`src/rtl/collision_probe_pkg.sv`:
```
// collision_probe_pkg
// Shared level/screen constants, tile codes and the probe FSM encoding used by
// collision_probe and its corner-address sub-module.
// No ports (package).
package collision_probe_pkg;

    // Coordinate width of the screen/level address space.
    localparam int unsigned COORD_W = 10;

    // Playfield origin in screen pixels and the last valid tile row/column.
    localparam int unsigned TOP     = 35;
    localparam int unsigned LEFT    = 144;
    localparam int unsigned ROW_MAX = 29;
    localparam int unsigned COL_MAX = 19;

    // Tile codes returned by the level lookup port.
    localparam logic [2:0] TILE_EMPTY = 3'd0;
    localparam logic [2:0] TILE_OOB   = 3'd3;

    typedef enum logic [2:0] {
        StIdle = 3'd0,
        StTl   = 3'd1,
        StTr   = 3'd2,
        StBl   = 3'd3,
        StBr   = 3'd4,
        StDone = 3'd5
    } probe_state_e;

    // A tile code is solid when its bit is set in the solid mask.
    function automatic logic tile_is_solid(input logic [7:0] mask, input logic [2:0] code);
        return mask[code];
    endfunction

endpackage

```
`src/rtl/probe_addr.sv`:
```
// probe_addr
// Corner-address mux: selects which hitbox corner to present to the level
// lookup port for a given probe state. Purely combinational.
// Ports:
//   i_state   state the address is being prepared for
//   i_base_x  hitbox top-left x
//   i_base_y  hitbox top-left y
//   o_addr_x  level lookup x (0 outside corner states)
//   o_addr_y  level lookup y (0 outside corner states)
module probe_addr
    import collision_probe_pkg::*;
#(
    parameter int unsigned HIT_W = 32,
    parameter int unsigned HIT_H = 32
) (
    input  probe_state_e       i_state,
    input  logic [COORD_W-1:0] i_base_x,
    input  logic [COORD_W-1:0] i_base_y,
    output logic [COORD_W-1:0] o_addr_x,
    output logic [COORD_W-1:0] o_addr_y
);

    // Offsets truncated to the coordinate width; sums wrap modulo 1024 and
    // any wrapped address is rejected by the level port's bounds check.
    localparam logic [COORD_W-1:0] OFF_X = COORD_W'(HIT_W - 1);
    localparam logic [COORD_W-1:0] OFF_Y = COORD_W'(HIT_H - 1);

    logic [COORD_W-1:0] w_right_x;
    logic [COORD_W-1:0] w_bottom_y;

    assign w_right_x  = i_base_x + OFF_X;
    assign w_bottom_y = i_base_y + OFF_Y;

    always_comb begin
        o_addr_x = '0;
        o_addr_y = '0;
        case (i_state)
            StTl: begin
                o_addr_x = i_base_x;
                o_addr_y = i_base_y;
            end
            StTr: begin
                o_addr_x = w_right_x;
                o_addr_y = i_base_y;
            end
            StBl: begin
                o_addr_x = i_base_x;
                o_addr_y = w_bottom_y;
            end
            StBr: begin
                o_addr_x = w_right_x;
                o_addr_y = w_bottom_y;
            end
            default: begin
                o_addr_x = '0;
                o_addr_y = '0;
            end
        endcase
    end

endmodule

```
`src/rtl/collision_probe.sv`:
```
// collision_probe
// Probes the four corners of a hitbox against a shared level lookup port and
// reports which corners land on solid tiles. One probe takes a fixed six
// cycles (IDLE accept, TL, TR, BL, BR, DONE); results and the done pulse appear
// together in the cycle after DONE.
// Ports:
//   clk       system clock, rising edge
//   rst       synchronous active-high reset
//   start     probe request, honoured only in IDLE
//   px, py    candidate hitbox top-left (latched on accept)
//   lvl_x/y   registered address to the level lookup port
//   lvl_data  tile code for lvl_x/lvl_y (combinational return)
//   busy      probe in progress (TL..DONE)
//   done      one-cycle pulse when hits/blocked update
//   hits      per-corner solid flags {BR, BL, TR, TL}
//   blocked   OR of hits
module collision_probe
    import collision_probe_pkg::*;
#(
    parameter int unsigned HIT_W      = 32,
    parameter int unsigned HIT_H      = 32,
    parameter logic [7:0]  SOLID_MASK = 8'b1111_1110
) (
    input  logic               clk,
    input  logic               rst,
    input  logic               start,
    input  logic [COORD_W-1:0] px,
    input  logic [COORD_W-1:0] py,
    output logic [COORD_W-1:0] lvl_x,
    output logic [COORD_W-1:0] lvl_y,
    input  logic [2:0]         lvl_data,
    output logic               busy,
    output logic               done,
    output logic [3:0]         hits,
    output logic               blocked
);

    probe_state_e       r_state;
    probe_state_e       w_state_next;
    logic [COORD_W-1:0] r_base_x;
    logic [COORD_W-1:0] r_base_y;
    logic [COORD_W-1:0] r_lvl_x;
    logic [COORD_W-1:0] r_lvl_y;
    logic [3:0]         r_scratch;
    logic [3:0]         r_hits;
    logic               r_blocked;
    logic               r_done;

    logic               w_accept;
    logic               w_solid;
    logic [COORD_W-1:0] w_base_x;
    logic [COORD_W-1:0] w_base_y;
    logic [COORD_W-1:0] w_addr_x;
    logic [COORD_W-1:0] w_addr_y;

    assign w_accept = (r_state == StIdle) && start;
    assign w_solid  = tile_is_solid(SOLID_MASK, lvl_data);

    // The TL address is registered on the accept edge itself, so it must come
    // straight from px/py rather than the base registers being loaded alongside.
    assign w_base_x = w_accept ? px : r_base_x;
    assign w_base_y = w_accept ? py : r_base_y;

    always_comb begin
        w_state_next = r_state;
        case (r_state)
            StIdle:  w_state_next = start ? StTl : StIdle;
            StTl:    w_state_next = StTr;
            StTr:    w_state_next = StBl;
            StBl:    w_state_next = StBr;
            StBr:    w_state_next = StDone;
            StDone:  w_state_next = StIdle;
            default: w_state_next = StIdle;
        endcase
    end

    // Address for the state about to be entered, registered so lvl_x/lvl_y
    // are stable for the whole corner cycle.
    probe_addr #(
        .HIT_W (HIT_W),
        .HIT_H (HIT_H)
    ) u_probe_addr (
        .i_state  (w_state_next),
        .i_base_x (w_base_x),
        .i_base_y (w_base_y),
        .o_addr_x (w_addr_x),
        .o_addr_y (w_addr_y)
    );

    always_ff @(posedge clk) begin
        if (rst) begin
            r_state   <= StIdle;
            r_base_x  <= '0;
            r_base_y  <= '0;
            r_lvl_x   <= '0;
            r_lvl_y   <= '0;
            r_scratch <= '0;
            r_hits    <= '0;
            r_blocked <= 1'b0;
            r_done    <= 1'b0;
        end else begin
            r_state <= w_state_next;
            r_lvl_x <= w_addr_x;
            r_lvl_y <= w_addr_y;
            r_done  <= (r_state == StDone);
            if (w_accept) begin
                r_base_x <= px;
                r_base_y <= py;
            end
            case (r_state)
                StTl: r_scratch[0] <= w_solid;
                StTr: r_scratch[1] <= w_solid;
                StBl: r_scratch[2] <= w_solid;
                StBr: r_scratch[3] <= w_solid;
                StDone: begin
                    r_hits    <= r_scratch;
                    r_blocked <= |r_scratch;
                end
                default: ;
            endcase
        end
    end

    assign lvl_x   = r_lvl_x;
    assign lvl_y   = r_lvl_y;
    assign busy    = (r_state != StIdle);
    assign done    = r_done;
    assign hits    = r_hits;
    assign blocked = r_blocked;

endmodule

```
`config.mk`:
```
export PLATFORM = sky130hd
export DESIGN_NAME = collision_probe
export DESIGN_NICKNAME = d
export VERILOG_FILES = /design/src/rtl/collision_probe_pkg.sv /design/src/rtl/probe_addr.sv /design/src/rtl/collision_probe.sv
export SDC_FILE = /design/constraint.sdc
export NUM_CORES = 1
export LEC_CHECK = 0
export ABC_AREA = 0
export CORE_MARGIN = 4
export CORE_UTILIZATION = 45
export DETAILED_ROUTE_END_ITERATION = 8
export PLACE_DENSITY = 0.72
export SYNTH_ARGS = -nofsm -noshare
export SYNTH_HDL_FRONTEND = slang
export SYNTH_SLANG_ARGS = --single-unit
```
`constraint.sdc`:
```
create_clock -name clk -period 3.6 [get_ports clk]
set_input_delay 0.54 -clock clk [delete_from_list [all_inputs] [get_ports clk]]
set_output_delay 0.54 -clock clk [all_outputs]
set_load 0.1 [all_outputs]
```
==> run metrics, run 1 <==
status completed; clock buffer depth 2; Placement Setup Slack 0.356 ns; worst-margin pin slew 0.976 ns; Total GRT Usage 0.187; clk_skew 0.00435 ns; net switching power 606 uW; Clock Tree Root clkbuf_8; fin crit share 0.824; syn_nets 296; CP Capture Type flop; Initial Util 0.465; Worst VDD drop 0.257 mV; CTS tree built; Die W 80.9 um; DRC viols 0; worst setup margin 0.633 ns; mapped cell area 2390 sq um; final slew viol count 0; final wirelength 5490 um; Syn Area/Cell 8.92 sq um; die area 6540 sq um; post_cts resized 0; final setup vio count 0; Netlist cell types 44; vias per cell 5.49; Flop pwr share 0.432; DP Area 2950 sq um; HPWL Detailed 3930 um; headroom to the max-slew limit 0.347; pin count of the biggest net entering global routing 34; Die H 80.9 um; Iter 0 DRT Violations 95; Clock Pin Slew Worst Setup and Hold Paths 0.09 ns; Area Growth Syn to Fin 26.7%; I/O Buffers 52; layout cell share with drive strength beyond 1 0.0475; area of the multi-input gates 1250 sq um; Seq cells post-synth 53; Cell Int Power 962 uW; Pre-antenna DRT Iters 4; Post CTS Setup Buffer Count 0; Switching Fraction 0.387; CP Data Arrival Time 3.20 ns; Post-Synthesis Cells 268; Setup crit start kind input port; first-pass GRT wire length 9590 um; combinational share of power 0.364; Pwr Density 517 nW/um^2; Max Clk Rate 337 MHz; insertion delay to the later sink of the worst-skew pair 0.30 ns; HP Class reg2reg; final antenna-violating net count 0; CTS H-tree depth 2; Hold Vio Cnt, Final 0; most frequent cells in the layout 53 x dfxtp_1, 51 x clkdlybuf4s50_1, 50 x nor2_1; final instance area 3030 sq um; Clk pwr share 0.204; clock buffer count from CTS 5; most common cell after layout, fill and taps aside dfxtp_1; number of fillers in the final layout 496; gpl congestion 0.821; Required @ worst endpoint 3.83 ns; vias in the first global route 2088; hold bufs inserted after CTS 0; CP max FO 14; Wirelength per Cell 14.2 um; register area 1060 sq um; minimum clock period 2.97 ns; YS warnings 0; Core Box Area 5140 sq um; Via Count 2118; setup tns final 0 ns; Sink Count 53; P_leak 0.00120 uW; Antenna Cells 0; I/O pin cnt 53; RSZ-0062 raised after global routing no; max_cap viols 0; initial antenna violation count 0; Final Net Count 343; WS Path Type in2reg; # rows 26; GR Overflow Total 0; sequential fraction of the synthesis area 0.444
[cells by family (layout without fill, tap and decap cells)]
logic type / Yosys count / count (layout) / share of synthesized area
buffers and inverters: 17 / 65 / 0.0361
xor gates and xnor gates: 3 / 3 / 0.0110
muxes: 31 / 31 / 0.132
adders and majority gates: 2 / 2 / 0.0105
DFF: 53 / 53 / 0.444
and+or+nand+nor: 116 / 116 / 0.244
AOI/OAI and AO/OA: 46 / 46 / 0.123
[power by group through the flow]
stage	clock network (uW)	registers (uW)	logic, uW
6_report	320	678	570
5_1_grt	366	686	612
4_1_cts	334	678	572
3_5_place_dp	0	691	569
3_3_place_gp	0	690	566
2_1_floorplan	0	867	258
[area by class of cell]
cell class,count,share of cell area
Multi-Input combinational cell,198,0.412
Tap cell,70,0.0289
Clock buffer,8,0.0264
Timing Repair Buffer,56,0.181
Sequential cell,53,0.350
Inverter,1,0.00124
[registers in the layout, indices dropped and copies added, names as in the netlist]
name	count
blocked	1
done	1
hits	4
lvl_x	10
lvl_y	10
r_base_x	10
r_base_y	10
r_scratch	4
r_state	3
[cells in the mapped netlist, drive strengths merged]
cell     number  area (sq um)
or4           5          37.5
o22a          3          26.3
o211ai        2          15.0
and2          2          12.5
ha            2          25.0
xnor2         1          8.76
a22oi         1          7.51
o21a          1          7.51
nand3b        1          7.51
nand2        11          41.3
or2           1          6.26
mux2          1          11.3
nor3         12          60.1
nand2b        3          18.8
o31a          2          17.5
a21o          2          15.0
or3           7          43.8
and3          1          6.26
a2111oi       1          8.76
clkbuf       10          37.5
a21boi        1          7.51
nand3         7          35.0
nor3b         1          7.51
nand4         5          31.3
o21ai         7          35.0
or4b          1          13.8
a211o         1          8.76
inv           1          3.75
a2bb2oi       1          8.76
dfxtp        53          1060
buf           6          45.0
nor4          2          12.5
xor2          2          17.5
a21oi        13          65.1
o2111ai       1          8.76
nand4b        2          17.5
nor4b         5          43.8
o22ai        10          62.6
nor2         50           188
mux2i        30           304
[metal layers]
layer  track usage  vias up  part of all wire
met1         0.241      991              0.46
met3        0.0455        6             0.057
met5             0        -                 0
met4        0.0709        0             0.014
met2         0.303       61              0.46
li1              -     1060                 -
[path summary, 6_finish.rpt]
path	from	endpoint	slack [ns]	cells past startpoint
setup / recovery	start	lvl_x[6]	0.63	9
setup reg to reg	r_state[0]	lvl_x[6]	0.78	8
hold reg to reg	blocked	blocked	0.50	2
hold / removal	blocked	blocked	0.50	2
[worst max-delay path: stages]
cell             delay (ns)
clkdlybuf4s50_1        0.53
or4b_4                 0.62
mux2i_1                0.35
ha_1                   0.31
nor4b_1                0.28
mux2i_1                0.21
nand2b_1               0.11
a21boi_0               0.08
o21ai_0                0.17
[stage by stage]
stage	util	power, uW	hold WS, ns	cells
after floorplan	-	1130	0.483	268
after global placement	0.574	1260	0.475	378
after detailed placement	0.574	1260	0.480	378
after CTS	0.590	1580	0.506	386
after global routing	0.590	1660	0.551	386
final	0.590	1570	0.498	386
(Power assumes the default switching activity.)
==> run 2: changes to the inputs <==
==> constraint.sdc (replaced) <==
create_clock -name clk -period 2.8 [get_ports clk]
set_input_delay 0.42 -clock clk [delete_from_list [all_inputs] [get_ports clk]]
set_output_delay 0.42 -clock clk [all_outputs]
set_load 0.1 [all_outputs]
==> run metrics, run 2 (synthesized netlist as in run 1, its figures left out) <==
I/O Buffers 52 (unchanged); Area Growth Syn to Fin 31.0% (was 26.7%); slowest CP cell or4b_4 (unchanged); first-pass GRT wire length 9210 um (was 9590 um); HP Class reg2reg (unchanged); hold bufs inserted after CTS 0 (unchanged); worst-margin pin slew 0.398 ns (was 0.976 ns); number of fillers in the final layout 467 (was 496); worst setup margin 0.219 ns (was 0.633 ns); most used cell, CP mux2i_1 (unchanged); Iter 0 DRT Violations 121 (was 95); Pre-antenna DRT Iters 4 (unchanged); CTS tree built (unchanged); CP bufs+invs 2 (was 1); Sink Count 53 (unchanged); Placement Setup Slack -0.0963 ns (was 0.356 ns); GR Overflow Total 0 (unchanged); final antenna-violating net count 0 (unchanged); clock buffer count from CTS 5 (unchanged); crit-path cells clkdlybuf4s50_1 -> or4b_4 -> buf_4 -> mux2i_1 -> ha_1 -> nor4b_2 -> mux2i_1 -> nand2b_1 -> a21boi_0 -> o21ai_0 (was clkdlybuf4s50_1 -> or4b_4 -> mux2i_1 -> ha_1 -> nor4b_1 -> mux2i_1 -> nand2b_1 -> a21boi_0 -> o21ai_0); minimum clock period 2.58 ns; Antenna Cells 0 (unchanged); pin count of the biggest net entering global routing 33 (was 34); final instance area 3130 sq um (was 3030 sq um); clk_skew 0.00561 ns (was 0.00435 ns); Clock Tree Root clkbuf_8 (unchanged); Die H 80.9 um (unchanged); Initial Util 0.465 (unchanged); RSZ-0062 raised after global routing no (unchanged); layout cell share with drive strength beyond 1 0.179 (was 0.0475); final setup vio count 0 (unchanged); P_leak 0.00134 uW (was 0.00120 uW); CP peak stage delay 0.51 ns (was 0.62 ns); final slew viol count 0 (unchanged); most common cell after layout, fill and taps aside dfxtp_1 (unchanged); clock buffer depth 2 (unchanged); fin crit share 0.922; Required @ worst endpoint 3.00 ns (was 3.83 ns); R2R cell count 9 (was 8); CTS H-tree depth 2 (unchanged); final wirelength 5670 um (was 5490 um); DRC viols 0 (unchanged); die area 6540 sq um (unchanged); Core Box Area 5140 sq um (unchanged); gpl congestion 0.851 (was 0.821); CP Capture Type flop (unchanged); Stages on worst setup path 10 (was 9); Wirelength per Cell 14.2 um (about the same); Clock Pin Slew Worst Setup and Hold Paths 0.09 ns (about the same); HPWL Detailed 4080 um (was 3930 um); Worst VDD drop 0.373 mV (was 0.257 mV); CP max FO 4 (was 14); CP Data Arrival Time 2.78 ns (was 3.20 ns); Max Clk Rate 388 MHz; Hold Vio Cnt, Final 0 (unchanged); I/O pin cnt 53 (unchanged); Die W 80.9 um (unchanged); Hold Path Depth 2 (unchanged); # rows 26 (unchanged); Total GRT Usage 0.179 (was 0.187); insertion delay to the later sink of the worst-skew pair 0.31 ns (was 0.30 ns); headroom to the max-slew limit 0.727 (was 0.347); Setup crit start kind input port (unchanged); Via Count 2155 (was 2118); vias in the first global route 1978 (was 2088); max_cap viols 0 (unchanged); Pwr Density 697 nW/um^2 (was 517 nW/um^2); status completed (unchanged); WS Path Type in2reg (unchanged); DP Area 3000 sq um (was 2950 sq um); vias per cell 5.39 (was 5.49); Final Net Count 357 (was 343); Post CTS Setup Buffer Count 0 (unchanged); initial antenna violation count 0 (unchanged); most frequent cells in the layout 53 x dfxtp_1, 50 x nor2_1, 44 x buf_4 (was 53 x dfxtp_1, 51 x clkdlybuf4s50_1, 50 x nor2_1); delay-heaviest family, CP simple AND/OR/NAND/NOR gates (unchanged); setup tns final 0 ns (unchanged)
-- run 2: changes by cell type in the layout (fill, tap and decap cells not counted), moves of 2 or more --
cell             previous run  this run
buf_4                       5        44
clkbuf_1                    3         1
clkdlybuf4s50_1            51        25
nor4b_1                     4         2
nor4b_2                     1         3
-- run 2: stage by stage --
| stage | hold slack [ns] | std cells | utilization | power [uW] |
|---|---|---|---|---|
| floorplan | 0.483 | 268 | - | 1450 |
| global placement | 0.475 | 392 | 0.584 | 1650 |
| detailed placement | 0.481 | 392 | 0.584 | 1660 |
| CTS | 0.506 | 400 | 0.607 | 2190 |
| global route | 0.562 | 400 | 0.609 | 2290 |
| finish | 0.502 | 400 | 0.609 | 2180 |
-- run 2: layer usage --
layer,share of wire,vias to the layer above,GRT usage
li1,-,1092,-
met1,0.47,999,0.240
met2,0.45,56,0.273
met3,0.063,8,0.0466
met4,0.015,0,0.0726
met5,0,-,0
-- run 2: path summary, 6_finish.rpt --
path                   start       end  slack [ns]
setup reg to reg  r_state[0]  lvl_x[6]        0.43
hold / removal       blocked   blocked        0.50
hold reg to reg      blocked   blocked        0.50
setup / recovery       start  lvl_x[6]        0.22
-- run 2: repair_timing --
action | CTS | global route
hold endpoints to repair | 0 | 0
endpoints found under the setup margin | 0 | 1
gates resized for setup | 0 | 2
-- run 2: final cells by class --
class | count | area (sq um) | share of cell area
Tap cell | 70 | 87.6 | 0.0280
Inverter | 1 | 3.75 | 0.00120
Sequential cell | 53 | 1060 | 0.339
Clock buffer | 7 | 86.3 | 0.0276
Multi-Input combinational cell | 198 | 1260 | 0.403
Clock inverter | 1 | 30.0 | 0.00959
Timing Repair Buffer | 70 | 601 | 0.192
-- run 2: where the power goes --
| part | total (uW) | switching (uW) | internal [uW] |
|---|---|---|---|
| Sequential | 856 | 34.8 | 822 |
| Clock | 534 | 242 | 292 |
| Combinational | 791 | 525 | 267 |
-- run 2: worst min-delay path, cell delays in order (launching register included) --
cell and delay, ns:
dfxtp_1 0.34, a21oi_1 0.06, nor2_1 0.07
==> run 3: changes to the inputs <==
==> constraint.sdc (replaced) <==
create_clock -name clk -period 2.8 [get_ports clk]
set_input_delay 0.7 -clock clk [delete_from_list [all_inputs] [get_ports clk]]
set_output_delay 0.7 -clock clk [all_outputs]
set_load 0.1 [all_outputs]
==> run metrics, run 3 (synthesized netlist as in run 1, its figures left out) <==
DP Area 3020 sq um (was 3000 sq um); number of fillers in the final layout 473 (was 467); clock buffer depth 2 (unchanged); hold bufs inserted after CTS 0 (unchanged); Final Net Count 361 (was 357); final setup vio count 0 (unchanged); Initial Util 0.465 (unchanged); I/O Buffers 52 (unchanged); Antenna Cells 0 (unchanged); die area 6540 sq um (unchanged); P_leak 0.00134 uW (about the same); Core Box Area 5140 sq um (unchanged); Worst VDD drop 0.318 mV (was 0.373 mV); Pre-antenna DRT Iters 4 (unchanged); CP max FO 6 (was 4); DRC viols 0 (unchanged); worst-margin pin slew 0.411 ns (was 0.398 ns); Die H 80.9 um (unchanged); Total GRT Usage 0.191 (was 0.179); setup tns final 0 ns (unchanged); Max Clk Rate 380 MHz (was 388 MHz); HPWL Detailed 4220 um (was 4080 um); status completed (unchanged); final slew viol count 0 (unchanged); Clock Tree Root clkbuf_8 (unchanged); GR Overflow Total 0 (unchanged); Area Growth Syn to Fin 30.7% (was 31.0%); Setup crit start kind input port (unchanged); hold_ws 0.503 ns (was 0.502 ns); clock buffer count from CTS 5 (unchanged); HP Class reg2reg (unchanged); CP Capture Type flop (unchanged); Clock Pin Slew Worst Setup and Hold Paths 0.09 ns (about the same); most common cell after layout, fill and taps aside dfxtp_1 (unchanged); vias in the first global route 2082 (was 1978); Die W 80.9 um (unchanged); Cell Int Power 1290 uW (was 1380 uW); CTS tree built (unchanged); Required @ worst endpoint 3.04 ns (was 3.00 ns); Hold Vio Cnt, Final 0 (unchanged); CTS H-tree depth 2 (unchanged); flop-to-flop setup slack 0.39 ns (was 0.43 ns); Wirelength per Cell 14.4 um (was 14.2 um); I/O pin cnt 53 (unchanged); vias per cell 5.40 (was 5.39); final antenna-violating net count 0 (unchanged); RSZ-0062 raised after global routing no (unchanged); headroom to the max-slew limit 0.719 (was 0.727); gpl congestion 0.833 (was 0.851); Pwr Density 669 nW/um^2 (was 697 nW/um^2); Via Count 2178 (was 2155); # rows 26 (unchanged); minimum clock period 2.63 ns (was 2.58 ns); Switching Fraction 0.382 (was 0.368); net switching power 798 uW (was 802 uW); WS Path Type in2reg (unchanged); initial antenna violation count 0 (unchanged); first-pass GRT wire length 9830 um (was 9210 um); CP Data Arrival Time 2.87 ns (was 2.78 ns); max_cap viols 0 (unchanged); layout cell share with drive strength beyond 1 0.186 (was 0.179); clk_skew 0.00261 ns (was 0.00561 ns); combinational share of power 0.384 (was 0.363); Sink Count 53 (unchanged); Clk pwr share 0.206 (was 0.245); fin crit share 0.939 (was 0.922); insertion delay to the later sink of the worst-skew pair 0.30 ns (was 0.31 ns); Flop pwr share 0.410 (was 0.393); final instance area 3120 sq um (was 3130 sq um); most frequent cells in the layout 53 x dfxtp_1, 50 x nor2_1, 48 x buf_4 (was 53 x dfxtp_1, 50 x nor2_1, 44 x buf_4); final wirelength 5800 um (was 5670 um); pin count of the biggest net entering global routing 33 (unchanged); Iter 0 DRT Violations 167 (was 121)
run 3: final cells by class:
class / instances / area [sq um] / area share
Multi-Input combinational cell: 198 / 1260 / 0.402
Sequential cell: 53 / 1060 / 0.340
Inverter: 1 / 3.75 / 0.00120
Clock buffer: 7 / 86.3 / 0.0276
Timing Repair Buffer: 74 / 629 / 0.201
Tap cell: 70 / 87.6 / 0.0280
run 3: path summary, 6_finish.rpt:
kind	endpoint	depth (start not counted)	from
worst min-delay path	blocked	2	blocked
worst max-delay path	lvl_y[6]	9	start
worst max register to register	lvl_y[6]	8	r_state[0]
worst min register to register	blocked	2	blocked
run 3: critical path, stage by stage:
cell	delay, ns
dlygate4sd2_1	0.22
or4b_4	0.54
mux2i_2	0.21
ha_2	0.22
nor4b_1	0.15
mux2i_2	0.24
nand2b_1	0.10
or4_1	0.39
o21ai_1	0.09
run 3: metal layers:
metal,global-route usage,routed length (um)
met4,0.0591,61
met1,0.255,2690
met5,0,0
met2,0.306,2720
met3,0.0421,332
run 3: what timing repair did:
item	CTS	global route
setup endpoints to repair	1	0
setup buffers	2	0
resized for setup	3	0
run 3: through the flow:
| stage | util | total power, uW | setup slack, ns | std cells |
|---|---|---|---|---|
| 2_1_floorplan | - | 1450 | 0.00695 | 268 |
| 6_report | 0.608 | 2090 | 0.172 | 403 |
| 3_3_place_gp | 0.588 | 1660 | -0.279 | 394 |
| 4_1_cts | 0.608 | 2100 | 0.235 | 403 |
| 3_5_place_dp | 0.588 | 1660 | -0.320 | 394 |
| 5_1_grt | 0.608 | 2200 | 0.0636 | 403 |
run 3: power by group through the flow:
stage          registers, uW  clock network [uW]  logic (uW)
6_report                 857                 431         802
5_1_grt                  865                 477         857
4_1_cts                  857                 442         800
3_5_place_dp             874                   0         789
3_3_place_gp             872                   0         783
2_1_floorplan           1110                   0         334
